[config.mk]
export PLATFORM = sky130hd
export DESIGN_NAME = sync_fifo
export DESIGN_NICKNAME = d
export VERILOG_FILES = /design/src/rtl/sync_fifo.sv
export SDC_FILE = /design/constraint.sdc
export NUM_CORES = 1
export LEC_CHECK = 0
export CORE_MARGIN = 4
export CORE_UTILIZATION = 40
export CTS_BUF_LIST = sky130_fd_sc_hd__clkbuf_4
export CTS_CLUSTER_DIAMETER = 200
export CTS_CLUSTER_SIZE = 40
export DETAILED_ROUTE_END_ITERATION = 10
export PLACE_DENSITY = 0.67
export SYNTH_ARGS = -nofsm -noshare
export SYNTH_HDL_FRONTEND = slang
export SYNTH_SLANG_ARGS = --single-unit
export TNS_END_PERCENT = 20
[constraint.sdc]
create_clock -name clk -period 4.05 [get_ports clk]
set_input_delay 0.405 -clock clk [delete_from_list [all_inputs] [get_ports clk]]
set_output_delay 0.405 -clock clk [all_outputs]
set_load 0.1 [all_outputs]
[src/rtl/sync_fifo.sv]
// Single-clock FIFO with registered read data, occupancy flags and error flags.
// Optional macro FIFO_STICKY_ERR_EN makes over/under hold until reset.
module sync_fifo #(
    parameter int unsigned WIDTH    = 16,
    parameter int unsigned DEPTH    = 8,
    parameter int unsigned AF_LEVEL = 7
) (
    input  logic             clk,
    input  logic             rst,
    input  logic             wr,
    input  logic             rd,
    input  logic [WIDTH-1:0] din,
    output logic [WIDTH-1:0] dout,
    output logic             almostfull,
    output logic             full,
    output logic             over,
    output logic             empty,
    output logic             under,
    output logic             valid
);

    localparam int unsigned AW = $clog2(DEPTH);
    localparam int unsigned CW = AW + 1;

    logic [WIDTH-1:0] mem_q [DEPTH];

    logic [AW-1:0]    wr_ptr_q, wr_ptr_d;
    logic [AW-1:0]    rd_ptr_q, rd_ptr_d;
    logic [CW-1:0]    count_q,  count_d;
    logic [WIDTH-1:0] dout_q,   dout_d;
    logic             valid_q,  valid_d;
    logic             over_q,   over_d;
    logic             under_q,  under_d;

    logic             wr_ok;
    logic             rd_ok;

    always_comb begin
        empty      = (count_q == '0);
        full       = (count_q == CW'(DEPTH));
        almostfull = (count_q >= CW'(AF_LEVEL));
    end

    // A write into a full FIFO is still accepted when a read frees a slot on the same edge.
    always_comb begin
        rd_ok = rd && !empty;
        wr_ok = wr && (!full || rd_ok);
    end

    always_comb begin
        wr_ptr_d = wr_ptr_q;
        rd_ptr_d = rd_ptr_q;
        count_d  = count_q;
        dout_d   = dout_q;
        valid_d  = 1'b0;

        if (wr_ok) begin
            wr_ptr_d = wr_ptr_q + AW'(1);
        end
        if (rd_ok) begin
            rd_ptr_d = rd_ptr_q + AW'(1);
            dout_d   = mem_q[rd_ptr_q];
            valid_d  = 1'b1;
        end

        if (wr_ok && !rd_ok) begin
            count_d = count_q + CW'(1);
        end else if (rd_ok && !wr_ok) begin
            count_d = count_q - CW'(1);
        end
    end

    always_comb begin
`ifdef FIFO_STICKY_ERR_EN
        over_d  = over_q  | (wr && !wr_ok);
        under_d = under_q | (rd && !rd_ok);
`else
        over_d  = wr && !wr_ok;
        under_d = rd && !rd_ok;
`endif
    end

    always_ff @(posedge clk or negedge rst) begin
        if (!rst) begin
            wr_ptr_q <= '0;
            rd_ptr_q <= '0;
            count_q  <= '0;
            dout_q   <= '0;
            valid_q  <= 1'b0;
            over_q   <= 1'b0;
            under_q  <= 1'b0;
        end else begin
            wr_ptr_q <= wr_ptr_d;
            rd_ptr_q <= rd_ptr_d;
            count_q  <= count_d;
            dout_q   <= dout_d;
            valid_q  <= valid_d;
            over_q   <= over_d;
            under_q  <= under_d;
        end
    end

    // Storage is deliberately left out of reset; stale entries are unreachable once pointers clear.
    always_ff @(posedge clk) begin
        if (wr_ok) begin
            mem_q[wr_ptr_q] <= din;
        end
    end

    assign dout  = dout_q;
    assign valid = valid_q;
    assign over  = over_q;
    assign under = under_q;

endmodule

==> results of run 1 <==
==> layout make-up <==
class / count / area [µm²]
Inverter: 4 / 15.0
Multi-Input combinational cell: 185 / 1520
Clock inverter: 13 / 174
Fill cell: 1250 / 7980
Timing Repair Buffer: 52 / 505
Clock buffer: 19 / 143
Sequential cell: 157 / 4570
Tap cell: 188 / 235
==> per-stage QoR <==
| step | std cells | worst slack (ns) |
|---|---|---|
| final | 618 | 0.838 |
| after global routing | 618 | 0.723 |
| after CTS | 618 | 0.784 |
| after detailed placement | 586 | 0.942 |
| after global placement | 586 | 1.16 |
| after floorplan | 364 | 0.584 |
==> kinds of logic after synthesis <==
family,count (synthesis),share of synthesized area [%]
flops,157,73.9
xor+xnor,6,0.850
simple gates,51,3.79
compound gates,56,6.54
mux,66,11.4
fa+ha+maj,6,1.34
buf+inv,22,2.21
==> power by group through the flow <==
stage	logic, mW	registers [mW]	clock network (mW)
global placement	2.27	2.31	0
floorplan	1.18	2.89	0
global route	2.44	2.34	1.10
detailed placement	2.31	2.34	0
CTS	2.32	2.30	1.02
finish	2.29	2.30	1.00
==> worst max-delay path by stage <==
stage               startpoint         end  slack [ns]
floorplan           count_q[1]  count_q[3]        0.58
global placement    count_q[1]  count_q[3]        1.16
detailed placement  count_q[1]  count_q[3]        0.94
CTS                 count_q[1]        full        0.78
global route        count_q[1]        full        0.72
finish              count_q[0]        full        0.84
==> synth_stat cells (all sizes together) <==
library cell and instances:
mux2 33, dfrtp 29, o21ai 19, nand2 30
a221o 16, nor3b 1, a21oi 1, o22ai 16
or4b 1, nand2b 4, fa 1, a31o 1
nor4 2, ha 5, buf 11, a21o 1
mux2i 33, clkbuf 7, inv 4, nor2b 1
a2111oi 1, edfxtp 128, nor2 4, nor3 7
and2 1, o31ai 1, xnor2 6
==> registers in the layout, summed over array words and instances (netlist names) <==
signal	flops
mem_q	128
valid	1
count_q	4
dout	16
over	1
under	1
rd_ptr_q	3
wr_ptr_q	3
==> layer usage <==
metal	global-route usage (%)	vias to the layer above
met5	0	-
met4	4.33	0
met3	3.47	9
met2	22.2	78
met1	18.3	1586
li1	-	1530
==> flow_summary.json, run 1 <==
{
  "final_area_um2": 7160,
  "r2r_end": "count_q[3]",
  "fin_skew_ns": 0.0142,
  "cp_max_fo": 6,
  "slew_violations": 0,
  "p_int_mw": 3.36,
  "timing.slew.headroom_pct": 30.8,
  "dpl_cell_area_um2": 6850,
  "cts.path.max_buffers": 2,
  "rows": 45,
  "rsz0062_at_grt": "false",
  "worstPathArrival_ns": 2.81,
  "start_kind": "register",
  "post-cts-setup-buffers": 0,
  "synthTopCellsByArea": "edfxtp_1 (62%), dfrtp_1 (12%), mux2_2 (5.8%), mux2i_1 (5.3%), a221o_1 (2.6%)",
  "cp_cell_sequence": "or4b_4, inv_1, clkdlybuf4s50_1",
  "path_buf_inv": 2,
  "swShare_pct": 40.0,
  "dr_total_vias": 3203,
  "critPathTopFamily": "buffers and inverters",
  "p_seq_share_pct": 41.2,
  "dr.max_layer_used": "met4",
  "antenna_cells": 0,
  "final_cell_mix": "edfxtp_1 (128), clkdlybuf4s50_1 (41), mux2i_1 (33)",
  "outcome": "finished clean",
  "synthesis.area_um2": 6180,
  "met3_length_um": 653,
  "regToRegSetupSlack_ns": 0.91,
  "ios": 42,
  "via_per_inst": 5.18,
  "avgRoutedWirePerCell_um": 18.9,
  "port_buffers": 41,
  "h-tree-depth": 4,
  "syn_to_final_growth_pct": 15.9,
  "final_nets": 443,
  "drc": 0,
  "die_area_um2": 17500,
  "power.switching_mw": 2.24,
  "die_x_um": 132,
  "start_util_pct": 40.8,
  "crit_type": "register to output pin",
  "yosysUniqueCellTypes": 35,
  "fin_crit_sh_pct": 79.3,
  "combPwrFrac_pct": 40.9,
  "grt_pass1_wl_um": 18200,
  "drt_iter0_drc": 218,
  "grt_usage_pct": 13.7,
  "max_freq_mhz": 311,
  "ir_worst_vdd_mv": 0.362,
  "cts.sinks": 157,
  "tns_ns": 0,
  "pwr_density_cell_nw_per_um2": 781,
  "crit_cells": 3,
  "crit_required_ns": 3.64,
  "drt_pre_antenna_iters": 4,
  "ctsHoldBuffers": 0,
  "worstMarginPinSlew_ns": 1.04,
  "routabilityCongestion": 0.734,
  "yosys_warnings": 0,
  "core_area_um2": 15100,
  "fp.dieH_um": 132,
  "hpwl_um": 6840,
  "cts-resized-gates": 0,
  "cap_violations": 0,
  "clockPowerShare_pct": 17.9,
  "grt_max_degree": 50,
  "hold_violations": 0,
  "antenna_found_initial": 0,
  "overflow": 0,
  "syn_inst": 364,
  "ant_nets": 0,
  "critical_path.max_stage_delay_ns": 1.12,
  "ys_seq_elements": 157,
  "synth_top_area_share_pct": 62.2,
  "drive_gt1_share_pct": 20.0,
  "numCtsBuffers": 17,
  "yosysSeqAreaShare_pct": 73.9,
  "insertion_delay_ns": 0.53,
  "cts_tree": "yes",
  "p_leak_nw": 2.52,
  "synth.avg_cell_area_um2": 17.0,
  "wl_um": 11700,
  "min_period_ns": 3.21,
  "rr_startpoint": "count_q[0]",
  "setup_viol": 0,
  "r2r_cells": 9,
  "fin_util_pct": 47.3,
  "final_common_cell": "edfxtp_1",
  "hold_ws_ns": 0.430,
  "crit_slowest_cell": "clkdlybuf4s50_1",
  "yosys.area.top_type": "edfxtp_1",
  "syn-num-nets": 390,
  "hold_path.class": "input port to async pin",
  "total_power_mw": 5.59,
  "critPathCaptureType": "output pin",
  "drt-met1-wl_um": 5290,
  "clkSlewWorstSetupHoldPaths_ns": 0.12,
  "dr_wl_met2_um": 5600,
  "grt_pass1_vias": 3258,
  "cts-root-buf": "clkbuf_4"
}
Note: power is estimated with default switching activity, not from simulation.
==> run 2: changes to the inputs <==
PLACE_DENSITY = 0.69   (was 0.67)
clock period = 2.61 ns   (was 4.05 ns; I/O delays follow)
==> run 2 against run 1 <==
Effect of this change:
- sequential cell count unchanged
- total power is 52% higher
- die area unchanged
- global-route usage grew 0.21 points
- hold slack worse by 0.30 ns
- combinational power rose by 67%
- setup slack got worse by 0.78 ns
- wire length is 1.4% higher
- final cell count increased by 3.1%
- non-clock buffer count rose by 19
- via count is 2.6% higher
- clock power grew 20%
==> flow_summary.json, run 2 (same netlist as run 1, synthesis figures left out) <==
{
  "pwr_density_cell_nw_per_um2": 1170,
  "grt_usage_pct": 13.9,
  "final_nets": 462,
  "drt_iter0_drc": 203,
  "die_x_um": 132,
  "cp_common_cell": "ha_4",
  "clkSlewWorstSetupHoldPaths_ns": 0.13,
  "cp_max_fo": 4,
  "setup_viol": 0,
  "antenna_cells": 0,
  "regMostFlops": "mem_q",
  "fin_skew_ns": 0.0143,
  "syn_to_final_growth_pct": 16.9,
  "min_period_ns": 2.56,
  "crit_type": "register to register",
  "rows": 45,
  "critPathTopFamily": "compound AO/OA/AOI/OAI gates",
  "hold_path.class": "input port to async pin",
  "grt_max_degree": 67,
  "largest_register_ffs": 128,
  "fin_crit_sh_pct": 97.9,
  "cap_violations": 0,
  "fillers": 1277,
  "final_common_cell": "edfxtp_1",
  "critical_path.max_stage_delay_ns": 0.57,
  "rsz0062_at_grt": "true",
  "p_leak_nw": 2.60,
  "path_buf_inv": 2,
  "fp.dieH_um": 132,
  "final_cell_mix": "edfxtp_1 (128), buf_4 (51), mux2i_1 (33)",
  "critPathCaptureType": "register",
  "multi_input_area_um2": 1580,
  "cp_cell_sequence": "or4b_4, o21ai_4, inv_2, ha_4, clkinv_4, ha_4, a21o_1, a21oi_2, mux2i_1, o31ai_1",
  "grt_pass1_wl_um": 18600,
  "numCtsBuffers": 17,
  "crit_required_ns": 3.03,
  "start_kind": "register",
  "worstMarginPinSlew_ns": 0.743,
  "via_per_inst": 5.16,
  "regArea_um2": 4570,
  "slew_violations": 0,
  "port_buffers": 41,
  "ctsHoldBuffers": 0,
  "ir_worst_vdd_mv": 0.771,
  "fin_util_pct": 47.7,
  "drt_pre_antenna_iters": 4,
  "dr_total_vias": 3286,
  "wl_um": 11800,
  "overflow": 0,
  "grt_pass1_vias": 3444,
  "hpwl_um": 7150,
  "ios": 42,
  "core_area_um2": 15100,
  "antenna_found_initial": 0,
  "cts-root-buf": "clkbuf_4",
  "crit_slowest_cell": "or4b_4",
  "worstPathArrival_ns": 2.97,
  "total_power_mw": 8.48,
  "cts.sinks": 157,
  "cts.path.max_buffers": 2,
  "max_freq_mhz": 391,
  "cts_tree": "yes",
  "timing.slew.headroom_pct": 50.3,
  "hold_violations": 0,
  "die_area_um2": 17500,
  "routabilityCongestion": 0.715,
  "avgRoutedWirePerCell_um": 18.5,
  "drc": 0,
  "drive_gt1_share_pct": 29.8,
  "insertion_delay_ns": 0.52,
  "start_util_pct": 40.8,
  "ant_nets": 0,
  "outcome": "finished clean",
  "h-tree-depth": 4
}
run 2: cell types whose count changed in the layout (fill, tap and decap cells not counted), moves of 2 or more:
cell             before  now
dfrtp_1              28   26
bufinv_16             4    0
ha_4                  0    3
buf_4                10   51
ha_1                  5    2
clkinvlp_4            3    6
dfrtp_2               1    3
clkdlybuf4s50_1      41   19
run 2: layer usage:
layer  share of wire (%)  track usage [%]
met1                  43             17.5
met2                  51             23.7
met3                 4.9             3.85
met4                0.76             4.10
met5                   0                0
run 2: worst reg2reg max path: cells and delay by family (launching register included):
family,cells,cell delay (ns)
adder cells (fa/ha/maj),2,0.36
AO/OA/AOI/OAI,4,0.69
buffers and inverters,2,0.14
AND/OR/NAND/NOR,1,0.57
multiplexers,1,0.25
flip-flops,1,0.43
run 2: timing repair:
item / CTS / global route
setup buffers: 0 / 9
endpoints found under the setup margin: 0 / 1
resized for setup: 0 / 2
run 2: per-stage QoR:
step                      worst slack (ns)  cells  TNS [ns]  hold WS (ns)  cell area (µm²)
final                               0.0543    637         0         0.127             7220
after detailed placement            0.0256    596         0         0.484             6930
after floorplan                     -0.654    364     -4.78       -0.0346             6280
after global routing               -0.0399    637   -0.0399         0.114             7220
after global placement               0.186    596         0         0.472             6930
after CTS                           0.0103    628         0         0.108             7150
run 2: worst paths after layout:
path | startpoint | endpoint | slack [ns] | depth (start not counted)
min in group clk | wr | over | 0.39 | 2
max reg2reg | count_q[0] | count_q[3] | 0.05 | 10
max in group asynchronous | rst | rd_ptr_q[0] | 2.15 | 2
min reg2reg | dout[12] | dout[12] | 0.50 | 2
max | count_q[0] | count_q[3] | 0.05 | 10
min | rst | count_q[1] | 0.13 | 2
run 2: layout make-up:
class,count,area share (%)
tap,188,3.26
multi-input combinational,185,21.8
clock inverter,12,1.06
inverter,4,0.277
sequential,157,63.3
clock buffer,20,2.08
timing repair buffer,71,8.21
run 2: report_power, final:
group          total [mW]  switching [mW]  internal [mW]
combinational        3.82            2.49           1.33
sequential           3.47           0.234           3.23
clock                1.20           0.802          0.395
==> run 3: changes to the inputs <==
CTS_CLUSTER_DIAMETER = not set   (was 200)
==> results of run 3 <==
Same layout as run 2: the final DEF is identical, and so are final timing and power.
